[src/rtl/fir_filter_shared_param.sv]
// fir_filter_shared_param
//   Resource-shared FIR filter: a single multiplier-accumulator walks the taps
//   one per clock. It takes samples over a valid/ready input port and hands
//   results out over a valid/ready output port. Coefficients are loaded in
//   bursts, and each burst is checked for the correct length.
//
// Handshake rule (both ports): a transfer happens on a rising clk edge where
//   valid && ready are both high. Once valid is raised, the source holds it and
//   its data stable until that transfer. s_ready is combinational; m_valid is
//   held in a register.
//
// Ports:
//   clk        rising-edge clock
//   rst        asynchronous, active-low reset
//   x_in       input sample (unsigned, DATA_W)
//   s_valid    x_in valid
//   s_ready    block accepts a sample this cycle
//   coef_val   coefficient write data (unsigned, COEF_W)
//   writeen    coefficient write strobe
//   tlast      marks the last coefficient of a load burst
//   coef_ok    a complete coefficient set is loaded
//   coef_err   sticky: the last burst had the wrong length
//   y_out      filter result (OUT_W)
//   m_valid    y_out valid
//   m_ready    downstream accepts y_out
//   state_dbg  current FSM state (0=LOAD 1=IDLE 2=MAC 3=OUT)
module fir_filter_shared_param #(
  parameter int DATA_W = 8,
  parameter int COEF_W = 8,
  parameter int NTAPS  = 7,
  parameter int OUT_W  = DATA_W + COEF_W + $clog2(NTAPS)
) (
  input  logic              clk,
  input  logic              rst,
  input  logic [DATA_W-1:0] x_in,
  input  logic              s_valid,
  output logic              s_ready,
  input  logic [COEF_W-1:0] coef_val,
  input  logic              writeen,
  input  logic              tlast,
  output logic              coef_ok,
  output logic              coef_err,
  output logic [OUT_W-1:0]  y_out,
  output logic              m_valid,
  input  logic              m_ready,
  output logic [1:0]        state_dbg
);

  localparam int PROD_W = DATA_W + COEF_W;
  localparam int TAP_W  = $clog2(NTAPS);
  // The load counter must be able to represent NTAPS+1 so that over-long
  // bursts saturate at a value that never compares equal to NTAPS.
  localparam int LD_W   = $clog2(NTAPS + 2);

  typedef enum logic [1:0] {
    S_LOAD = 2'd0,
    S_IDLE = 2'd1,
    S_MAC  = 2'd2,
    S_OUT  = 2'd3
  } state_t;

  state_t              state, state_nx;
  logic [COEF_W-1:0]   coef  [NTAPS];
  logic [DATA_W-1:0]   xline [NTAPS];
  logic [OUT_W-1:0]    acc;
  logic [TAP_W-1:0]    tap;
  logic [LD_W-1:0]     ld_cnt;
  logic                in_burst;

  logic                wr_acc;
  logic                accept;
  logic                last_tap;
  logic                cnt_ok;
  logic [LD_W-1:0]     ld_next;
  logic [LD_W-1:0]     ld_idx;
  logic [DATA_W-1:0]   x_sel;
  logic [COEF_W-1:0]   c_sel;
  logic [PROD_W-1:0]   prod;
  logic [OUT_W-1:0]    acc_sum;

  assign state_dbg = state;
  assign m_valid   = (state == S_OUT);
  assign s_ready   = (state == S_IDLE) && coef_ok && !writeen;
  assign accept    = s_valid && s_ready;
  // Coefficient writes are only honoured while no sample is being processed.
  assign wr_acc    = writeen && ((state == S_LOAD) || (state == S_IDLE));
  assign last_tap  = (tap == TAP_W'(NTAPS - 1));

  // A write outside a burst starts a new one at index 0. Inside a burst the
  // count climbs and saturates at NTAPS+1; writes at index >= NTAPS land nowhere.
  always_comb begin
    ld_idx  = in_burst ? ld_cnt : '0;
    ld_next = LD_W'(1);
    if (in_burst) begin
      if (ld_cnt == LD_W'(NTAPS + 1)) ld_next = ld_cnt;
      else                            ld_next = ld_cnt + LD_W'(1);
    end
    cnt_ok = (ld_next == LD_W'(NTAPS));
  end

  // Tap multiplexers feeding the shared multiplier.
  always_comb begin
    x_sel = '0;
    c_sel = '0;
    for (int k = 0; k < NTAPS; k++) begin
      if (tap == TAP_W'(k)) begin
        x_sel = xline[k];
        c_sel = coef[k];
      end
    end
    prod    = {{COEF_W{1'b0}}, x_sel} * {{DATA_W{1'b0}}, c_sel};
    acc_sum = acc + OUT_W'(prod);
  end

  // FSM state register
  always_ff @(posedge clk or negedge rst) begin
    if (!rst) state <= S_LOAD;
    else      state <= state_nx;
  end

  // FSM next state. A coefficient write in IDLE wins over a sample.
  always_comb begin
    state_nx = state;
    case (state)
      S_LOAD, S_IDLE: begin
        if (wr_acc)      state_nx = (tlast && cnt_ok) ? S_IDLE : S_LOAD;
        else if (accept) state_nx = S_MAC;
      end
      S_MAC:   if (last_tap) state_nx = S_OUT;
      S_OUT:   if (m_ready)  state_nx = S_IDLE;
      default: state_nx = S_LOAD;
    endcase
  end

  // Datapath: coefficient store, delay line, accumulator, result register
  always_ff @(posedge clk or negedge rst) begin
    if (!rst) begin
      for (int k = 0; k < NTAPS; k++) begin
        coef[k]  <= '0;
        xline[k] <= '0;
      end
      acc      <= '0;
      tap      <= '0;
      y_out    <= '0;
      ld_cnt   <= '0;
      in_burst <= 1'b0;
      coef_ok  <= 1'b0;
      coef_err <= 1'b0;
    end else begin
      if (wr_acc) begin
        for (int k = 0; k < NTAPS; k++) begin
          if (ld_idx == LD_W'(k)) coef[k] <= coef_val;
        end
        ld_cnt <= ld_next;
        if (tlast) begin
          in_burst <= 1'b0;
          coef_ok  <= cnt_ok;
          coef_err <= !cnt_ok;
        end else begin
          in_burst <= 1'b1;
          coef_ok  <= 1'b0;
          coef_err <= 1'b0;
        end
      end

      if (accept) begin
        xline[0] <= x_in;
        for (int k = 1; k < NTAPS; k++) xline[k] <= xline[k-1];
        acc <= '0;
        tap <= '0;
      end

      if (state == S_MAC) begin
        acc <= acc_sum;
        if (last_tap) y_out <= acc_sum;
        else          tap   <= tap + TAP_W'(1);
      end
    end
  end

endmodule

[config.mk]
export PLATFORM = sky130hd
export DESIGN_NAME = fir_filter_shared_param
export DESIGN_NICKNAME = d
export VERILOG_FILES = /design/src/rtl/fir_filter_shared_param.sv
export SDC_FILE = /design/constraint.sdc
export NUM_CORES = 1
export LEC_CHECK = 0
export CORE_MARGIN = 10
export CORE_UTILIZATION = 65
export CTS_CLUSTER_SIZE = 30
export DETAILED_ROUTE_END_ITERATION = 10
export GPL_ROUTABILITY_DRIVEN = 0
export MAX_ROUTING_LAYER = met4
export PLACE_DENSITY = 0.94
export REMOVE_ABC_BUFFERS = 1
export SYNTH_ARGS = -nofsm -noshare
export SYNTH_HDL_FRONTEND = slang
export SYNTH_SLANG_ARGS = --single-unit
[constraint.sdc]
create_clock -name clk -period 12.11 [get_ports clk]
set_clock_uncertainty 0.05 [all_clocks]
set_input_delay 2.422 -clock clk [delete_from_list [all_inputs] [get_ports clk]]
set_output_delay 2.422 -clock clk [all_outputs]
set_load 0.1 [all_outputs]
==> impl_metrics.tcl <==
set metrics [dict create \
    clk_latency_ps 440 \
    crit_fanout 4 \
    overflow 0 \
    syn_inst 1157 \
    cts_setup_buffers 0 \
    ys_seq_area_share_pct 38.2 \
    maxCapViolCount 0 \
    cp.required_ps 9640 \
    ys_top_cells_by_area "dfrtp_1, nand2_1, fa_1" \
    track_usage_pct 23.8 \
    clkTransAtPathRegs_ps 60 \
    synth.most_common_cell "nand2_1" \
    die_w_um 148 \
    netlist.top_cell.by_area "dfrtp_1" \
    htreeDepth 4 \
    power_leakage_uw 0.00565 \
    async_flop_share_pct 100 \
    drc 0 \
    hpwl_um 16400 \
    stdcell_count 1405 \
    core-area_mm2 0.0159 \
    yosys_register_bits 162 \
    area_delta_synth_final_pct 9.95 \
    peakVddDrop_mv 0.133 \
    viasPerCell 5.96 \
    ant_nets 0 \
    synth_top_area_share_pct 38.2 \
    synth_ff_type "dfrtp_1" \
    root_buffer "clkbuf_16" \
    power_uw 1970 \
    die-area_mm2 0.0218 \
    critPathArrivalTime_ps 4450 \
    post-route-min-period_ps 6920 \
    rows 46 \
    synthesis.area_mm2 0.0106 \
    tightestPinTransition_ps 1120 \
    period_share_pct 57.2 \
    clockBufferDepth 2 \
    synth-edff-count 0 \
    drive_gt1_share_pct 11.3 \
    maxSlewViolCount 0 \
    slew_headroom_pct 25.3 \
    critPathKind "input port to output port" \
    hold_viol_final 0 \
    fillers 1070 \
    pre_cts_ws_ps 5190 \
    timing.hold.ws_ps 424 \
    max_freq_ghz 0.144 \
    dp_cells 1373 \
    grt_pass1_wl_um 41400 \
    end_kind "output port" \
    drt-initial-drc-count 823 \
    cts_tree "done" \
    powerDensity_mw_per_mm2 169 \
    fin_setup_tns_ps 0 \
    synth.avg_cell_area_um2 9.17 \
    yosysUniqueCellTypes 75 \
    ys_warn_count 0 \
    numCtsBuffers 17 \
    yosys-top-cells-count "nand2_1, dfrtp_1, inv_1, nor2_1, o21ai_0" \
    drt_wl_total_um 24500 \
    antenna_found_initial 0 \
    vias 8367 \
    setup_violations 0 \
    die_h_um 148 \
    final_net_count 1296 \
    diodes 0 \
    grt_setup_unrepaired "no" \
    cp-start-kind "input port" \
    postCtsHoldBufs 0 \
    io_pins 47 \
    wl_per_cell_um 17.4 \
    drt_pass1_iterations 5 \
    cts_resized 0 \
    start_util_pct 66.6 \
    worstHoldPathType "register to register" \
    grt_pass1_vias 8506 \
    clock-sinks 162 \
    grt_max_degree 92 \
    worst_slack_ps 5190 \
    status "finished, final reports clean" \
    port_buffers 46 \
]
[cell families after synthesis]
group	synth area share, %
AO/OA/AOI/OAI	11.8
buffers and inverters	6.83
multiplexers	6.86
adder cells (fa/ha/maj)	15.1
XOR/XNOR	0.825
AND/OR/NAND/NOR	20.4
flip-flops	38.2
[worst paths after layout]
| check | startpoint | endpoint | slack [ps] | cells after the start |
|---|---|---|---|---|
| min | y_out[10] | y_out[10] | 420 | 2 |
| max in group asynchronous | rst | xline[25] | 8570 | 2 |
| max reg2reg | tap[0] | acc[16] | 5190 | 23 |
| min reg2reg | y_out[10] | y_out[10] | 420 | 2 |
| min in group asynchronous | rst | xline[53] | 2030 | 1 |
| max | writeen | s_ready | 5190 | 3 |
[flip-flops by register name (all words and copies together), names as in the netlist]
| name | flops |
|---|---|
| acc | 19 |
| coef | 56 |
| coef_err | 1 |
| coef_ok | 1 |
| in_burst | 1 |
| ld_cnt | 4 |
| state_dbg | 2 |
| tap | 3 |
| xline | 56 |
| y_out | 19 |
[worst max-delay path: stages]
cell	delay, ps
clkdlybuf4s50_1	510
and4bb_2	380
clkdlybuf4s50_1	1140
[routing by layer]
layer	global-route usage, %	up-vias	part of all wire [%]
li1	-	3856	-
met5	-	-	0
met4	9.71	0	2.7
met2	39.6	345	51
met3	4.98	63	6.5
met1	27.6	4103	40
[stage by stage]
stage | utilization [%] | instance area, µm²
detailed placement | 69.6 | 11100
global placement | 69.6 | 11100
global route | 73.2 | 11700
floorplan | - | 10300
CTS | 73.2 | 11700
finish | 73.2 | 11700
[area by class of cell]
cell class / instances / area, µm² / area share (%)
timing repair buffer: 54 / 522 / 4.47
inverter: 109 / 409 / 3.51
clock buffer: 19 / 443 / 3.80
multi-input combinational: 832 / 5840 / 50.1
clock inverter: 13 / 128 / 1.09
sequential: 162 / 4050 / 34.7
tap: 216 / 270 / 2.32
[power breakdown]
group	internal [µW]	switching, µW
Combinational	316	458
Clock	292	231
Sequential	623	54.0
Total	1230	743
[layout by cell type (no fill, tap or decap), types with 5 or more instances in the layout]
cell,Yosys,layout
a211oi_1,6,6
a21o_1,5,5
a21oi_1,32,32
and3_1,9,9
buf_4,9,8
clkbuf_16,0,17
clkdlybuf4s50_1,0,45
dfrtp_1,162,162
fa_1,50,50
ha_1,48,46
inv_1,107,107
mux2_1,9,9
mux2_2,53,53
nand2_1,275,274
nand2b_1,31,31
nand3_1,49,49
nor2_1,57,57
nor2b_1,12,12
o211ai_1,22,22
o21ai_0,54,54
o21ai_1,7,7
o31ai_1,11,11
o31ai_2,7,7
or2_1,7,7
xor2_1,7,7
No activity file was read; power rests on OpenSTA's default activity.
